==> src/rtl/nn_bg_receiver_pkg.sv <==
`default_nettype none
// ============================================================================
//  Module   : nn_bg_receiver_pkg
//  Purpose  : Shared definitions for the burst-gated node link receiver:
//             FSM state encoding and the default burst / refractory / rate
//             constants that the transmitter side uses as well.
//  Ports    : none (package)
//  Revision : 1.0  initial release
// ============================================================================
package nn_bg_receiver_pkg;

  // Link timing shared with the burst transmitter
  localparam int DEF_PULSE_DURATION      = 80;
  localparam int DEF_TOLERANCE           = 8;
  localparam int DEF_REFRACTORY_DURATION = 10;

  // Receiver datapath widths and rate-estimate dynamics
  localparam int DEF_COUNTER_SIZE        = 8;
  localparam int DEF_RATE_SIZE           = 8;
  localparam int DEF_RATE_STEP           = 32;
  localparam int DEF_DECAY_PERIOD        = 64;

  typedef enum logic [1:0] {
    ST_IDLE  = 2'd0,
    ST_BURST = 2'd1,
    ST_REFR  = 2'd2,
    ST_STUCK = 2'd3
  } state_t;

endpackage : nn_bg_receiver_pkg
`default_nettype wire

==> src/rtl/nn_bg_receiver_if.sv <==
`default_nettype none
// ============================================================================
//  Module   : nn_bg_receiver_if
//  Purpose  : Signal bundle between the burst line / random source and the
//             receiver. The slave modport is the receiver's view, the master
//             modport is the view of whatever drives IN and R.
//  Signals  : IN        burst line from the transmitting node
//             R         random number, fresh each cycle
//             OUT       regenerated stochastic stream
//             EVENT     1-cycle pulse, valid burst received
//             ERR       1-cycle pulse, malformed burst or spacing
//             BURST_LEN length of the last valid burst
//             RATE      current rate estimate
//  Revision : 1.0  initial release
// ============================================================================
interface nn_bg_receiver_if
  import nn_bg_receiver_pkg::*;
#(
  parameter int COUNTER_SIZE = DEF_COUNTER_SIZE,
  parameter int RATE_SIZE    = DEF_RATE_SIZE
);
  logic                    IN;
  logic [RATE_SIZE-1:0]    R;
  logic                    OUT;
  logic                    EVENT;
  logic                    ERR;
  logic [COUNTER_SIZE-1:0] BURST_LEN;
  logic [RATE_SIZE-1:0]    RATE;

  modport slave (
    input  IN, R,
    output OUT, EVENT, ERR, BURST_LEN, RATE
  );

  modport master (
    output IN, R,
    input  OUT, EVENT, ERR, BURST_LEN, RATE
  );
endinterface : nn_bg_receiver_if
`default_nettype wire

==> src/rtl/nn_bg_receiver_rate_leaky.sv <==
`default_nettype none
// ============================================================================
//  Module   : nn_rate_leaky
//  Purpose  : Leaky event-rate estimate. Adds RATE_STEP per event, removes one
//             LSB every DECAY_PERIOD cycles, saturating at both ends.
//  Ports    : clk    clock, rising edge
//             rst_n  asynchronous active-low reset
//             ev     one-cycle event pulse
//             rate   current rate estimate (registered)
//  Revision : 1.0  initial release
// ============================================================================
module nn_rate_leaky
  import nn_bg_receiver_pkg::*;
#(
  parameter int RATE_SIZE    = DEF_RATE_SIZE,
  parameter int RATE_STEP    = DEF_RATE_STEP,
  parameter int DECAY_PERIOD = DEF_DECAY_PERIOD
) (
  input  logic                 clk,
  input  logic                 rst_n,
  input  logic                 ev,
  output logic [RATE_SIZE-1:0] rate
);

  localparam int DW = (DECAY_PERIOD > 1) ? $clog2(DECAY_PERIOD) : 1;
  // Two guard bits: one for the overflow of rate + step, one spare
  localparam int SW = RATE_SIZE + 2;

  localparam logic [DW-1:0] DECAY_LAST = DW'(DECAY_PERIOD - 1);
  localparam logic [SW-1:0] RATE_MAX   = {2'b00, {RATE_SIZE{1'b1}}};
  localparam logic [SW-1:0] STEP_W     = SW'(RATE_STEP);
  localparam logic [SW-1:0] ONE_W      = SW'(1);
  localparam logic [DW-1:0] ONE_D      = DW'(1);

  logic [DW-1:0] decay_cnt;
  logic          decay_tick;
  logic [SW-1:0] rate_next;

  assign decay_tick = (decay_cnt == DECAY_LAST);

  always_ff @(posedge clk or negedge rst_n) begin
    if (!rst_n) begin
      decay_cnt <= '0;
    end else if (decay_tick) begin
      decay_cnt <= '0;
    end else begin
      decay_cnt <= decay_cnt + ONE_D;
    end
  end

  // Increment first, then decrement, then clamp: an event coinciding with a
  // decay tick yields rate + step - 1 before saturation.
  always_comb begin
    rate_next = {2'b00, rate};
    if (ev) begin
      rate_next = rate_next + STEP_W;
    end
    if (decay_tick && (rate_next != '0)) begin
      rate_next = rate_next - ONE_W;
    end
    if (rate_next > RATE_MAX) begin
      rate_next = RATE_MAX;
    end
  end

  always_ff @(posedge clk or negedge rst_n) begin
    if (!rst_n) begin
      rate <= '0;
    end else begin
      rate <= rate_next[RATE_SIZE-1:0];
    end
  end

endmodule : nn_rate_leaky
`default_nettype wire

==> src/rtl/nn_bg_receiver.sv <==
`default_nettype none
// ============================================================================
//  Module   : nn_bg_receiver
//  Purpose  : Receive end of the burst-gated node link. Measures incoming
//             bursts, validates length and refractory spacing, feeds a leaky
//             rate estimate and regenerates a stochastic stream OUT = R < RATE.
//  Ports    : CLK   clock, rising edge
//             INIT  asynchronous active-low reset
//             bus   slave side of nn_bg_receiver_if (IN, R in; OUT, EVENT,
//                   ERR, BURST_LEN, RATE out)
//  Revision : 1.0  initial release
// ============================================================================
module nn_bg_receiver
  import nn_bg_receiver_pkg::*;
#(
  parameter int PULSE_DURATION      = DEF_PULSE_DURATION,
  parameter int TOLERANCE           = DEF_TOLERANCE,
  parameter int REFRACTORY_DURATION = DEF_REFRACTORY_DURATION,
  parameter int COUNTER_SIZE        = DEF_COUNTER_SIZE,
  parameter int RATE_SIZE           = DEF_RATE_SIZE,
  parameter int RATE_STEP           = DEF_RATE_STEP,
  parameter int DECAY_PERIOD        = DEF_DECAY_PERIOD
) (
  input  logic             CLK,
  input  logic             INIT,
  nn_bg_receiver_if.slave  bus
);

  localparam int RW = $clog2(REFRACTORY_DURATION + 1);

  localparam logic [COUNTER_SIZE-1:0] CNT_MAX  = '1;
  localparam logic [COUNTER_SIZE-1:0] CNT_ONE  = COUNTER_SIZE'(1);
  localparam logic [COUNTER_SIZE-1:0] LEN_MIN  = COUNTER_SIZE'(PULSE_DURATION - TOLERANCE);
  localparam logic [COUNTER_SIZE-1:0] LEN_MAX  = COUNTER_SIZE'(PULSE_DURATION + TOLERANCE);
  localparam logic [RW-1:0]           RCNT_ONE = RW'(1);
  localparam logic [RW-1:0]           RCNT_END = RW'(REFRACTORY_DURATION - 1);

  state_t                  state;
  logic [COUNTER_SIZE-1:0] cnt;
  logic [RW-1:0]           rcnt;
  logic                    event_r;
  logic                    err_r;
  logic [COUNTER_SIZE-1:0] burst_len_r;
  logic                    out_r;
  logic [RATE_SIZE-1:0]    rate;
  logic                    len_ok;

  assign len_ok = (cnt >= LEN_MIN) && (cnt <= LEN_MAX);

  always_ff @(posedge CLK or negedge INIT) begin
    if (!INIT) begin
      state       <= ST_IDLE;
      cnt         <= '0;
      rcnt        <= '0;
      event_r     <= 1'b0;
      err_r       <= 1'b0;
      burst_len_r <= '0;
    end else begin
      event_r <= 1'b0;
      err_r   <= 1'b0;
      case (state)
        ST_IDLE: begin
          if (bus.IN) begin
            state <= ST_BURST;
            cnt   <= CNT_ONE;
          end
        end

        ST_BURST: begin
          if (bus.IN) begin
            // Flag once when the counter hits its ceiling; the line is then
            // treated as stuck until it drops.
            if (cnt == CNT_MAX - CNT_ONE) begin
              cnt   <= CNT_MAX;
              err_r <= 1'b1;
              state <= ST_STUCK;
            end else begin
              cnt <= cnt + CNT_ONE;
            end
          end else if (len_ok) begin
            event_r     <= 1'b1;
            burst_len_r <= cnt;
            cnt         <= '0;
            rcnt        <= RCNT_ONE;
            state       <= ST_REFR;
          end else begin
            err_r <= 1'b1;
            cnt   <= '0;
            state <= ST_IDLE;
          end
        end

        ST_REFR: begin
          if (bus.IN) begin
            // Spacing violation, but the new burst is measured normally.
            err_r <= 1'b1;
            rcnt  <= '0;
            cnt   <= CNT_ONE;
            state <= ST_BURST;
          end else if (rcnt >= RCNT_END) begin
            rcnt  <= '0;
            state <= ST_IDLE;
          end else begin
            rcnt <= rcnt + RCNT_ONE;
          end
        end

        ST_STUCK: begin
          if (!bus.IN) begin
            cnt   <= '0;
            state <= ST_IDLE;
          end
        end

        default: begin
          cnt   <= '0;
          rcnt  <= '0;
          state <= ST_IDLE;
        end
      endcase
    end
  end

  nn_rate_leaky #(
    .RATE_SIZE    (RATE_SIZE),
    .RATE_STEP    (RATE_STEP),
    .DECAY_PERIOD (DECAY_PERIOD)
  ) u_rate (
    .clk   (CLK),
    .rst_n (INIT),
    .ev    (event_r),
    .rate  (rate)
  );

  always_ff @(posedge CLK or negedge INIT) begin
    if (!INIT) begin
      out_r <= 1'b0;
    end else begin
      out_r <= (bus.R < rate);
    end
  end

  assign bus.OUT       = out_r;
  assign bus.EVENT     = event_r;
  assign bus.ERR       = err_r;
  assign bus.BURST_LEN = burst_len_r;
  assign bus.RATE      = rate;

endmodule : nn_bg_receiver
`default_nettype wire
==> src/flat_wrapper.sv <==
// flat-port wrapper written by rule: the top's interface ports become plain ports
module nn_bg_receiver_flat import nn_bg_receiver_pkg::*;
#(
  parameter int PULSE_DURATION      = DEF_PULSE_DURATION,
  parameter int TOLERANCE           = DEF_TOLERANCE,
  parameter int REFRACTORY_DURATION = DEF_REFRACTORY_DURATION,
  parameter int COUNTER_SIZE        = DEF_COUNTER_SIZE,
  parameter int RATE_SIZE           = DEF_RATE_SIZE,
  parameter int RATE_STEP           = DEF_RATE_STEP,
  parameter int DECAY_PERIOD        = DEF_DECAY_PERIOD
)
  (CLK, INIT, bus_IN, bus_R, bus_OUT, bus_EVENT, bus_ERR, bus_BURST_LEN, bus_RATE);
  nn_bg_receiver_if #(.COUNTER_SIZE(COUNTER_SIZE), .RATE_SIZE(RATE_SIZE)) bus_i ();
  input  logic CLK;
  input  logic INIT;
  input wire logic [$bits(bus_i.IN)-1:0] bus_IN;
  input wire logic [$bits(bus_i.R)-1:0] bus_R;
  output wire logic [$bits(bus_i.OUT)-1:0] bus_OUT;
  output wire logic [$bits(bus_i.EVENT)-1:0] bus_EVENT;
  output wire logic [$bits(bus_i.ERR)-1:0] bus_ERR;
  output wire logic [$bits(bus_i.BURST_LEN)-1:0] bus_BURST_LEN;
  output wire logic [$bits(bus_i.RATE)-1:0] bus_RATE;
  assign bus_i.IN = bus_IN;
  assign bus_i.R = bus_R;
  assign bus_OUT = bus_i.OUT;
  assign bus_EVENT = bus_i.EVENT;
  assign bus_ERR = bus_i.ERR;
  assign bus_BURST_LEN = bus_i.BURST_LEN;
  assign bus_RATE = bus_i.RATE;
  nn_bg_receiver #(.PULSE_DURATION(PULSE_DURATION), .TOLERANCE(TOLERANCE), .REFRACTORY_DURATION(REFRACTORY_DURATION), .COUNTER_SIZE(COUNTER_SIZE), .RATE_SIZE(RATE_SIZE), .RATE_STEP(RATE_STEP), .DECAY_PERIOD(DECAY_PERIOD)) u_core (.CLK(CLK), .INIT(INIT), .bus(bus_i));
endmodule
==> config.mk <==
export PLATFORM = sky130hd
export DESIGN_NAME = nn_bg_receiver_flat
export DESIGN_NICKNAME = d
export VERILOG_FILES = /design/src/rtl/nn_bg_receiver_pkg.sv /design/src/rtl/nn_bg_receiver_if.sv /design/src/rtl/nn_bg_receiver_rate_leaky.sv /design/src/rtl/nn_bg_receiver.sv /design/src/flat_wrapper.sv
export SDC_FILE = /design/constraint.sdc
export NUM_CORES = 1
export LEC_CHECK = 0
export BUFFER_PORTS_ARGS = -buffer_cell sky130_fd_sc_hd__buf_2
export CORE_MARGIN = 2
export CORE_UTILIZATION = 40
export CTS_CLUSTER_DIAMETER = 30
export DETAILED_ROUTE_END_ITERATION = 8
export PLACE_DENSITY = 0.65
export SETUP_SLACK_MARGIN = 0.05
export SLEW_MARGIN = 10
export SYNTH_ARGS = -nofsm -noshare
export SYNTH_HDL_FRONTEND = slang
export SYNTH_SLANG_ARGS = --single-unit
==> constraint.sdc <==
create_clock -name CLK -period 5.5 [get_ports CLK]
set_input_delay 0.55 -clock CLK [delete_from_list [all_inputs] [get_ports CLK]]
set_output_delay 0.55 -clock CLK [all_outputs]
set_load 0.01 [all_outputs]
==> summary.md <==
| Metric | Value |
|---|---|
| Outcome | `finished, final reports clean` |
| Drt wl/cell | `13.6 µm` |
| Synth area leader | `dfrtp_1` |
| Startpoint Class | `flop` |
| Crit Path Max Fanout | `14` |
| Initial antenna violation count | `0` |
| Vias in the first global route | `1,808` |
| CTS Hold Buffers Added | `0` |
| Via count | `1,956` |
| Post-Syn Area | `2390 µm²` |
| Critical path class | `flop to flop` |
| Initial Utilization | `0.408` |
| Mapped Cells | `254` |
| Clk sink count | `39` |
| First-pass GRT wire length | `8220 µm` |
| Leakage Power | `1.29 nW` |
| Router iterations before antenna repair | `4` |
| DIE AREA | `6610 µm²` |
| Min-delay worst type | `input port to asynchronous set/reset pin` |
| TritonCTS clock tree | `yes` |
| CTS buffer count | `5` |
| Arrival time worst endpoint | `2.41 ns` |
| Vias per Instance | `5.42` |
| # DRC | `0` |
| Largest net degree at the start of global routing | `40` |
| Port bufs | `29` |
| Final Cycle Share | `0.403` |
| Count leader, synth | `dfrtp_1` |
| H-tree Lvls | `2` |
| Clk Tree Root Cell | `clkbuf_8` |
| Area of the multi-input gates | `1320 µm²` |
| # resized after CTS | `0` |
| Max clock buf depth | `2` |
| YS warnings | `0` |
| Worst Setup End Kind | `flop` |
| I/O Pins | `30` |
| Setup-failing EPs final | `0` |
| Worst-margin pin slew | `0.893 ns` |
| Average size of a mapped cell | `9.41 µm²` |
| Clock transition at the registers of the reported paths | `0.08 ns` |
| Die Wd | `81.3 µm` |
| PD cells | `301 nW/µm²` |
| Layout cells sized above 1 | `0.182` |
| Ys flop type | `dfrtp_1` |
| Total gr overflow | `0` |
| Sequential area share after synthesis | `0.408` |
| Final Hold Fails | `0` |
| Post-route design area | `2730 µm²` |
| FF+latch count, synth | `39` |
| CORE AREA | `5850 µm²` |
| GRT Util Overall | `0.164` |
| Syn Nets | `286` |
| Slew Viols, Final | `0` |
| Hpwl dp | `3530 µm` |
| Worst-Skew Late Latency | `0.30 ns` |
| Synth area leaders | `dfrtp_1, ha_1, o21ai_0` |
| Final Skew | `0.00291 ns` |
| Storage cell area | `976 µm²` |
| Area grow syn2layout | `14.1%` |
| Antenna-violating nets left | `0` |
| Fin crit period | `2.22 ns` |
| Maximum VDD drop | `0.000181 V` |
| Commonest cells post-synth | `dfrtp_1, ha_1, nand2_1` |
| Max_slew headroom | `0.405` |
| Ant diodes | `0` |
| Row cnt | `28` |
| WP data required | `5.69 ns` |
| Area after DPL | `2610 µm²` |
| Top cell type's share of synthesized area | `0.408` |
| DRT Wirelength | `4900 µm` |
| Die H | `81.3 µm` |
| Post-synth EDFFs | `0` |
| Filler cells | `554` |
| Max Clk Rate | `451 MHz` |
| Final Net Count | `317` |
| FFs w/ async S/R, synth | `1.00` |
| Setup TNS | `0 ns` |
| Routability Congestion | `0.939` |
| RSZ-0062 raised after global routing | `false` |
| Max-Cap Viols | `0` |
| Cell variety after synth | `51` |
| Post-CTS Setup Repair Bufs | `0` |
| 1st-iter DRT viols | `79` |
per-layer routing:
| metal | share of wire | up-vias | track usage |
|---|---|---|---|
| li1 | - | 982 | - |
| met1 | 0.47 | 916 | 0.204 |
| met2 | 0.47 | 49 | 0.263 |
| met3 | 0.048 | 9 | 0.0478 |
| met4 | 0.020 | 0 | 0.0712 |
| met5 | 0 | - | 0 |
where the power goes:
part           internal, mW  switching, mW
Clock                 0.147          0.105
Sequential            0.313         0.0323
Combinational        0.0932          0.130
worst max-delay path: stages (launching register included):
cell and delay (ns):
dfrtp_1 0.40, inv_1 0.10, ha_1 0.37, nor2b_1 0.18, nand4_1 0.46, o21ai_2 0.29
o21ai_0 0.12, a22o_1 0.18
stage by stage:
step	total power [mW]	hold slack [ns]	cells	util	setup WS, ns
floorplan	0.517	0.254	254	-	3.62
global placement	0.569	0.456	353	0.446	3.38
detailed placement	0.572	0.447	353	0.446	3.28
CTS	0.828	0.395	361	0.466	3.27
global route	0.879	0.437	361	0.466	3.03
finish	0.819	0.372	361	0.466	3.28
cell families after synthesis:
group | synth area share
simple gates | 0.181
compound gates | 0.203
flops | 0.408
buf+inv | 0.0382
fa+ha+maj | 0.110
xor+xnor | 0.0330
mux | 0.0262
path summary, 6_finish.rpt:
| check | start | to | slack, ns | depth (start not counted) |
|---|---|---|---|---|
| max in group asynchronous | INIT | u_core.u_rate.rate[7] | 4.57 | 1 |
| worst min register to register | u_core.bus.BURST_LEN[6] | u_core.bus.BURST_LEN[6] | 0.46 | 1 |
| worst min-delay path | INIT | u_core.u_rate.rate[1] | 0.37 | 1 |
| min in group CLK | u_core.bus.BURST_LEN[6] | u_core.bus.BURST_LEN[6] | 0.46 | 1 |
| worst max register to register | u_core.state[1] | u_core.rcnt[2] | 3.28 | 7 |
| worst max-delay path | u_core.state[1] | u_core.rcnt[2] | 3.28 | 7 |
registers in the layout, indices dropped and copies added (netlist names), 2 cells and up:
name                     count
u_core.bus.BURST_LEN         8
u_core.cnt                   8
u_core.u_rate.rate           8
u_core.u_rate.decay_cnt      6
u_core.rcnt                  4
u_core.state                 2
cell type report:
class | instances | area share
clock buffers | 6 | 0.0303
well taps | 75 | 0.0344
inverters | 19 | 0.0262
multi-input cells | 191 | 0.485
flip-flops and latches | 39 | 0.358
repair buffers | 29 | 0.0532
clock inverters | 2 | 0.0128
layout by cell type, fill, tap and decap left out, types with 3 or more instances in the layout:
| cell | count |
|---|---|
| dfrtp_1 | 39 |
| buf_2 | 29 |
| nand2_1 | 21 |
| ha_1 | 21 |
| inv_1 | 19 |
| o21ai_0 | 19 |
| nor2_1 | 17 |
| nand3_1 | 12 |
| a21oi_1 | 9 |
| xnor2_1 | 6 |
| a22o_1 | 6 |
| clkbuf_8 | 6 |
| or2_2 | 5 |
| nand4_1 | 4 |
| mux2i_1 | 4 |
| o211ai_1 | 4 |
| a21o_1 | 4 |
| and2_1 | 4 |
| a31oi_1 | 3 |
| nor3_1 | 3 |
| xor2_1 | 3 |
| or3_1 | 3 |
| nor4_1 | 3 |
| o22ai_1 | 3 |
| and3_1 | 3 |
Power figures use the tool's default switching activity.
